<file path="src/rtl/clk_div_pkg.sv">
`default_nettype none
// ============================================================================
// Module      : clk_div_pkg
// Description : Shared types and derived-constant helpers for the clock
//               divider monitor (state encoding, timeout and high-time
//               window limits expressed as functions of the expected ratio).
// Revision    : 1.0 - initial release
// ============================================================================
package clk_div_pkg;

  // Monitor states: waiting for the first edge, or timing a period.
  typedef enum logic [0:0] {
    IDLE = 1'b0,
    MEAS = 1'b1
  } state_t;

  // A missing edge is declared after twice the expected period.
  function automatic int tmo_cnt(input int exp_div);
    return 2 * exp_div;
  endfunction

  // Lower bound of the accepted high time (floor of half the period).
  function automatic int hi_lo(input int exp_div);
    return exp_div >> 1;
  endfunction

  // Upper bound of the accepted high time; odd ratios may land either side.
  function automatic int hi_hi(input int exp_div);
    return (exp_div >> 1) + 1;
  endfunction

endpackage
`default_nettype wire

</file>
<file path="src/rtl/clk_div_mon_if.sv">
`default_nettype none
// ============================================================================
// Module      : clk_div_mon_if
// Description : Divided-clock input and measurement/status outputs of the
//               clock divider monitor. The master modport is the monitor,
//               the slave modport is whoever drives the divided clock and
//               consumes the status.
// Revision    : 1.0 - initial release
// ============================================================================
interface clk_div_mon_if #(
  parameter int CNT_W = 8
);
  logic             div_in;
  logic [CNT_W-1:0] period;
  logic [CNT_W-1:0] high_time;
  logic             meas_vld;
  logic             locked;
  logic             err;

  modport master (
    input  div_in,
    output period,
    output high_time,
    output meas_vld,
    output locked,
    output err
  );

  modport slave (
    output div_in,
    input  period,
    input  high_time,
    input  meas_vld,
    input  locked,
    input  err
  );
endinterface
`default_nettype wire

</file>
<file path="src/rtl/clk_sync2.sv">
`default_nettype none
// ============================================================================
// Module      : clk_sync2
// Description : Two-flop synchronizer for a single asynchronous bit, with a
//               synchronous active-low reset to 0. Reusable by any block.
// Revision    : 1.0 - initial release
// ============================================================================
module clk_sync2 (
  input  logic clk,
  input  logic rstn,
  input  logic d,
  output logic q
);

  logic r_meta;
  logic r_sync;

  // Two back-to-back flops give metastability time before use.
  always_ff @(posedge clk) begin
    if (!rstn) begin
      r_meta <= 1'b0;
      r_sync <= 1'b0;
    end else begin
      r_meta <= d;
      r_sync <= r_meta;
    end
  end

  assign q = r_sync;

endmodule
`default_nettype wire

</file>
<file path="src/rtl/clk_div_mon.sv">
`default_nettype none
// ============================================================================
// Module      : clk_div_mon
// Description : Divided-clock monitor. Synchronizes div_in, measures its
//               rise-to-rise period and high time in clk cycles, flags bad
//               measurements and missing edges, and asserts locked after
//               LOCK_CNT consecutive good measurements.
//               Optional macro CLK_DIV_MON_DUTY_EN: when defined, the high
//               time is counted and checked against a two-value window;
//               when undefined, high_time reads 0 and only the period counts.
// Revision    : 1.0 - initial release
// ============================================================================
module clk_div_mon
  import clk_div_pkg::*;
#(
  parameter int EXP_DIV  = 9,  // expected ratio, >= 2
  parameter int CNT_W    = 8,  // 2**CNT_W must exceed 2*EXP_DIV
  parameter int LOCK_CNT = 4   // 1..15
) (
  input  logic          clk,
  input  logic          rstn,
  clk_div_mon_if.master mon
);

  localparam logic [CNT_W-1:0] c_EXP_DIV  = CNT_W'(EXP_DIV);
  localparam logic [CNT_W-1:0] c_TMO_CNT  = CNT_W'(tmo_cnt(EXP_DIV));
  localparam logic [CNT_W-1:0] c_ONE      = CNT_W'(1);
  localparam logic [3:0]       c_LOCK_CNT = 4'(LOCK_CNT);

  logic             w_s;
  logic             r_s_d;
  logic             w_rise;
  logic             w_good;
  logic [3:0]       w_gcnt_nxt;

  state_t           r_state;
  logic [CNT_W-1:0] r_cnt;
  logic [CNT_W-1:0] r_period;
  logic [3:0]       r_gcnt;
  logic             r_meas_vld;
  logic             r_locked;
  logic             r_err;

`ifdef CLK_DIV_MON_DUTY_EN
  localparam logic [CNT_W-1:0] c_HI_LO = CNT_W'(hi_lo(EXP_DIV));
  localparam logic [CNT_W-1:0] c_HI_HI = CNT_W'(hi_hi(EXP_DIV));
  logic [CNT_W-1:0] r_hcnt;
  logic [CNT_W-1:0] r_high_time;
`endif

  clk_sync2 u_sync (
    .clk  (clk),
    .rstn (rstn),
    .d    (mon.div_in),
    .q    (w_s)
  );

  // Edge flop behind the synchronizer for rising-edge detection.
  always_ff @(posedge clk) begin
    if (!rstn) begin
      r_s_d <= 1'b0;
    end else begin
      r_s_d <= w_s;
    end
  end

  assign w_rise = w_s & ~r_s_d;

  // Goodness of the measurement completing on this rise, plus the
  // saturating next value of the good-measurement counter.
  always_comb begin
    w_good = 1'b0;
`ifdef CLK_DIV_MON_DUTY_EN
    w_good = (r_cnt == c_EXP_DIV) &&
             ((r_hcnt == c_HI_LO) || (r_hcnt == c_HI_HI));
`else
    w_good = (r_cnt == c_EXP_DIV);
`endif
    w_gcnt_nxt = (r_gcnt >= c_LOCK_CNT) ? r_gcnt : r_gcnt + 4'd1;
  end

  // Measurement state machine: counters, results, lock and error pulses.
  always_ff @(posedge clk) begin
    if (!rstn) begin
      r_state    <= IDLE;
      r_cnt      <= '0;
      r_gcnt     <= '0;
      r_period   <= '0;
      r_meas_vld <= 1'b0;
      r_locked   <= 1'b0;
      r_err      <= 1'b0;
`ifdef CLK_DIV_MON_DUTY_EN
      r_hcnt      <= '0;
      r_high_time <= '0;
`endif
    end else begin
      r_meas_vld <= 1'b0;
      r_err      <= 1'b0;
      case (r_state)
        IDLE: begin
          // The first rise only opens a period; nothing to report yet.
          if (w_rise) begin
            r_cnt   <= c_ONE;
`ifdef CLK_DIV_MON_DUTY_EN
            r_hcnt  <= c_ONE;
`endif
            r_state <= MEAS;
          end
        end
        MEAS: begin
          if (w_rise) begin
            // A rise wins over a coincident timeout: it is a measurement.
            r_period   <= r_cnt;
            r_meas_vld <= 1'b1;
            r_cnt      <= c_ONE;
`ifdef CLK_DIV_MON_DUTY_EN
            r_high_time <= r_hcnt;
            r_hcnt      <= c_ONE;
`endif
            if (w_good) begin
              r_gcnt <= w_gcnt_nxt;
              if (w_gcnt_nxt == c_LOCK_CNT) begin
                r_locked <= 1'b1;
              end
            end else begin
              r_gcnt   <= '0;
              r_locked <= 1'b0;
              r_err    <= 1'b1;
            end
          end else if (r_cnt == c_TMO_CNT) begin
            // Edge missing for two nominal periods: drop lock and rearm.
            r_err    <= 1'b1;
            r_locked <= 1'b0;
            r_gcnt   <= '0;
            r_state  <= IDLE;
          end else begin
            r_cnt  <= r_cnt + c_ONE;
`ifdef CLK_DIV_MON_DUTY_EN
            r_hcnt <= r_hcnt + {{(CNT_W-1){1'b0}}, w_s};
`endif
          end
        end
        default: r_state <= IDLE;
      endcase
    end
  end

  assign mon.period   = r_period;
  assign mon.meas_vld = r_meas_vld;
  assign mon.locked   = r_locked;
  assign mon.err      = r_err;
`ifdef CLK_DIV_MON_DUTY_EN
  assign mon.high_time = r_high_time;
`else
  assign mon.high_time = '0;
`endif

endmodule
`default_nettype wire

</file>
<file path="src/flat_wrapper.sv">
// flat-port wrapper written by rule: the top's interface ports become plain ports
module clk_div_mon_flat import clk_div_pkg::*;
#(
  parameter int EXP_DIV  = 9,                         
  parameter int CNT_W    = 8,                                   
  parameter int LOCK_CNT = 4           
)
  (clk, rstn, mon_div_in, mon_period, mon_high_time, mon_meas_vld, mon_locked, mon_err);
  clk_div_mon_if #(.CNT_W(CNT_W)) mon_i ();
  input  logic clk;
  input  logic rstn;
  input wire logic [$bits(mon_i.div_in)-1:0] mon_div_in;
  output wire logic [$bits(mon_i.period)-1:0] mon_period;
  output wire logic [$bits(mon_i.high_time)-1:0] mon_high_time;
  output wire logic [$bits(mon_i.meas_vld)-1:0] mon_meas_vld;
  output wire logic [$bits(mon_i.locked)-1:0] mon_locked;
  output wire logic [$bits(mon_i.err)-1:0] mon_err;
  assign mon_i.div_in = mon_div_in;
  assign mon_period = mon_i.period;
  assign mon_high_time = mon_i.high_time;
  assign mon_meas_vld = mon_i.meas_vld;
  assign mon_locked = mon_i.locked;
  assign mon_err = mon_i.err;
  clk_div_mon #(.EXP_DIV(EXP_DIV), .CNT_W(CNT_W), .LOCK_CNT(LOCK_CNT)) u_core (.clk(clk), .rstn(rstn), .mon(mon_i));
endmodule
</file>
<file path="config.mk">
export PLATFORM = sky130hd
export DESIGN_NAME = clk_div_mon_flat
export DESIGN_NICKNAME = d
export VERILOG_FILES = /design/src/rtl/clk_div_pkg.sv /design/src/rtl/clk_div_mon_if.sv /design/src/rtl/clk_sync2.sv /design/src/rtl/clk_div_mon.sv /design/src/flat_wrapper.sv
export SDC_FILE = /design/constraint.sdc
export NUM_CORES = 1
export LEC_CHECK = 0
export BUFFER_PORTS_ARGS = -buffer_cell sky130_fd_sc_hd__buf_2
export CELL_PAD_IN_SITES_DETAIL_PLACEMENT = 0
export CELL_PAD_IN_SITES_GLOBAL_PLACEMENT = 1
export CORE_ASPECT_RATIO = 1.5
export CORE_UTILIZATION = 40
export CTS_CLUSTER_DIAMETER = 200
export CTS_CLUSTER_SIZE = 25
export DETAILED_ROUTE_END_ITERATION = 10
export GPL_ROUTABILITY_DRIVEN = 0
export HOLD_SLACK_MARGIN = 0.03
export PLACE_DENSITY_LB_ADDON = 0.1
export SLEW_MARGIN = 20
export SYNTH_ARGS = -nofsm -noshare
export SYNTH_HDL_FRONTEND = slang
export SYNTH_SLANG_ARGS = --single-unit
</file>
<file path="constraint.sdc">
create_clock -name clk -period 2.5 [get_ports clk]
set_clock_uncertainty 0.2 [all_clocks]
set_input_delay 0.375 -clock clk [delete_from_list [all_inputs] [get_ports clk]]
set_output_delay 0.375 -clock clk [all_outputs]
set_load 0.01 [all_outputs]
</file>
==> Implementation_results.wiki <==
{| class="wikitable"
! Metric !! Value
|-
| Outcome || complete, no violations
|-
| Synthesized cell area || 1230 um2
|-
| Horiz. Die Dim || 47.3 um
|-
| Vias in the first global route || 840
|-
| Initial core utilization || 42.3%
|-
| Hold buffers post-CTS || 0
|-
| Cell Chain, Critical Path || or4_1, or2_4, o221ai_4, nor2_1
|-
| Synth Instances || 132
|-
| Endpoint type of the worst setup path || flop
|-
| Drt drc || 0
|-
| Post-route design area || 1330 um2
|-
| Total GRT Usage || 14.7%
|-
| Wire length on met1 || 945 um
|-
| Share of the synthesized area in the top cell type || 43.9%
|-
| TritonCTS buffer count || 3
|-
| Number of pins exceeding their max-slew limit in the final report || 0
|-
| Net count, final || 153
|-
| DRT Wirelength || 2.19 mm
|-
| Routed wl met3 || 58 um
|-
| Setup TNS || 0 ps
|-
| Number of enable-type register cells in the synthesized netlist || 0
|-
| First-pass GRT wire length || 3.63 mm
|-
| Highest metal used || met4
|-
| Post-synth top flop || dfxtp_1
|-
| Transition at the pin with the smallest max-transition slack || 590 ps
|-
| Total die area || 3310 um2
|-
| Capturing element of the worst setup path || u_core.r_gcnt[2]$_SDFFE_PN0P_
|-
| Core Region || 2910 um2
|-
| Tot Pwr || 0.720 mW
|-
| Headroom to the max-slew limit || 60.6%
|-
| Synth-to-Final Area Change || 8.23%
|-
| Most frequent cell after synthesis || dfxtp_1
|-
| Number of cells traversed by the worst hold path || 2
|-
| Max Freq || 484 MHz
|-
| Number of antenna violations at the first check in global routing || 0
|-
| Vias/cell || 4.88
|-
| Height of the die || 69.9 um
|-
| Clock tree from TritonCTS || done
|-
| Period utilization || 82.7%
|-
| Peak ir drop on the vdd network || 0.000373 V
|-
| Slowest cell on the critical path || or4_1
|-
| Data arrival time of the worst path || 2020 ps
|-
| Final HPWL DP || 1.68 mm
|-
| Number of maximum-capacitance violations || 0
|-
| Buffers from clock root to sink, at most || 2
|-
| Synth Register Bits || 27
|-
| Worst setup SP type || flop
|-
| Routed vias || 897
|-
| Maximum fanout along the worst path || 6
|-
| Latest clock arrival within the worst-skew pair || 270 ps
|-
| Clock transition at path regs || 90 ps
|-
| Detailed route wirelength on metal2 || 1.16 mm
|-
| Worst flop-to-flop path endpoint || u_core.r_gcnt[2]$_SDFFE_PN0P_
|-
| Data required, critical path || 2450 ps
|-
| Critical Path Stages || 4
|-
| Startpoint of the worst register-to-register path || u_core.r_cnt[2]$_SDFFE_PN0P_
|-
| Placed Instance Area || 1290 um2
|-
| I/O pin cnt || 22
|-
| Maximum number of pins on one net before global-route repair || 18
|-
| Total iterations of the first detailed-routing run || 4
|-
| Avg WL per Cell || 11.9 um
|-
| Final global-route overflow total || 0
|-
| Antenna viol nets, final || 0
|-
| Antenna diode count || 0
|-
| Reg-to-reg slack, setup || 430 ps
|-
| Layout cells sized above 1 || 17.2%
|-
| Power Dens Cells || 540 nW/um2
|-
| # rows || 24
|-
| Cells on worst reg2reg path || 4
|-
| Setup Buffers After CTS || 0
|-
| RSZ-0062 raised after global routing || false
|-
| Category of the most critical setup path || flop to flop
|-
| Count of final setup violators || 0
|-
| Count of port buffers added during placement || 13
|-
| Number of violations reported at the end of detailed-routing iteration 0 || 17
|-
| Final worst path period need || 2070 ps
|-
| Library cell with the largest summed area after synthesis || dfxtp_1
|-
| Critical path buffers and inverters || 0
|-
| Final Hold Viols || 0
|-
| Worst min-delay path class || primary input to flop
|-
| P_leak || 0.535 nW
|-
| Sequential element share of the synthesized area || 43.9%
|-
| Clock Root Buffer || clkbuf_8
|-
| Synth warn || 0
|-
| Launching element of the worst setup path || u_core.r_cnt[2]$_SDFFE_PN0P_
|-
| FFs w/ async S/R, synth || 0%
|-
| Post-CTS Resized || 0
|-
| Mean instance size in the synthesized netlist || 9.33 um2
|-
| Number of unique standard cell types used by synthesis || 34
|-
| Biggest area contributors in the synthesized netlist || dfxtp_1, a21boi_0, nand2_1
|-
| Commonest cells post-synth || dfxtp_1, nand2_1, nor2_1, a21boi_0, buf_4
|-
| # clock sinks || 27
|-
| H-Tree Level Count || 1
|-
| CP top delay family || simple AND/OR/NAND/NOR gates
|-
| Delay of the slowest cell on the worst path || 710 ps
|-
| Fillers || 308
|}
## worst min path at each step
stage / from / end / slack, ps
3_3_place_gp: u_core.u_sync.r_meta$_SDFF_PN0_ / u_core.u_sync.q$_SDFF_PN0_ / 220
3_5_place_dp: u_core.u_sync.r_meta$_SDFF_PN0_ / u_core.u_sync.q$_SDFF_PN0_ / 220
2_1_floorplan: u_core.u_sync.r_meta$_SDFF_PN0_ / u_core.u_sync.q$_SDFF_PN0_ / 210
6_report: mon_div_in / u_core.u_sync.r_meta$_SDFF_PN0_ / 120
5_1_grt: mon_div_in / u_core.u_sync.r_meta$_SDFF_PN0_ / 110
4_1_cts: mon_div_in / u_core.u_sync.r_meta$_SDFF_PN0_ / 120
## placed cells by master, fill, tap and decap left out, types with 3 or more instances in the layout
cell type / n
nand4_1: 3
nand2_1: 20
buf_2: 13
clkbuf_8: 3
a21boi_0: 10
conb_1: 8
and2_1: 5
dfxtp_1: 27
inv_1: 6
a21oi_1: 3
xor2_1: 6
ha_1: 4
nor2_1: 11
## state kept, by name, summed over array words and instances, names as in the netlist
signal                cells
u_core.mon.period         8
u_core.r_state            1
u_core.u_sync.r_meta      1
u_core.u_sync.q           1
u_core.mon.locked         1
u_core.r_s_d              1
u_core.mon.meas_vld       1
u_core.mon.err            1
u_core.r_cnt              8
u_core.r_gcnt             4
## worst reg2reg max path, stage by stage, from the launching register on
cell and delay (ps):
dfxtp_1 380, or4_1 710, or2_4 340, o221ai_4 250
nor2_1 80
## area by class of cell
cell class                 instances  area, um2  area share, %
timing repair buffer              14       72.6           5.45
sequential                        27        541           40.6
inverter                           6       22.5           1.69
multi-input combinational         94        602           45.2
clock buffer                       3       41.3           3.10
tap                               39       48.8           3.66
clock inverter                     1       5.00          0.376
## through the flow
| step | utilization (%) | hold WS [ps] | std cells | setup slack [ps] |
|---|---|---|---|---|
| global route | 45.7 | 106 | 184 | 375 |
| global placement | 44.2 | 220 | 180 | 498 |
| finish | 45.7 | 120 | 184 | 432 |
| CTS | 45.7 | 117 | 184 | 440 |
| detailed placement | 44.2 | 222 | 180 | 459 |
| floorplan | - | 212 | 139 | 614 |
## where the power goes
group / switching, mW / internal (mW) / leakage (nW)
Clock: 0.129 / 0.111 / 0.0255
Combinational: 0.0254 / 0.0134 / 0.291
Sequential: 0.00503 / 0.436 / 0.218
## metal layers
layer	GRT usage, %	vias to the layer above
li1	-	452
met1	18.7	426
met2	24.2	15
met3	2.33	4
met4	4.76	0
met5	0	-
## logic make-up (layout without fill, tap and decap cells)
group,count (synthesis),count (layout),share of synthesized area (%)
AND/OR/NAND/NOR,50,50,20.1
flip-flops,27,27,43.9
AO/OA/AOI/OAI,25,25,17.3
buffers and inverters,18,24,9.35
XOR/XNOR,7,7,4.98
adder cells (fa/ha/maj),4,4,4.07
other,1,8,0.305
(Power assumes the default switching activity.)
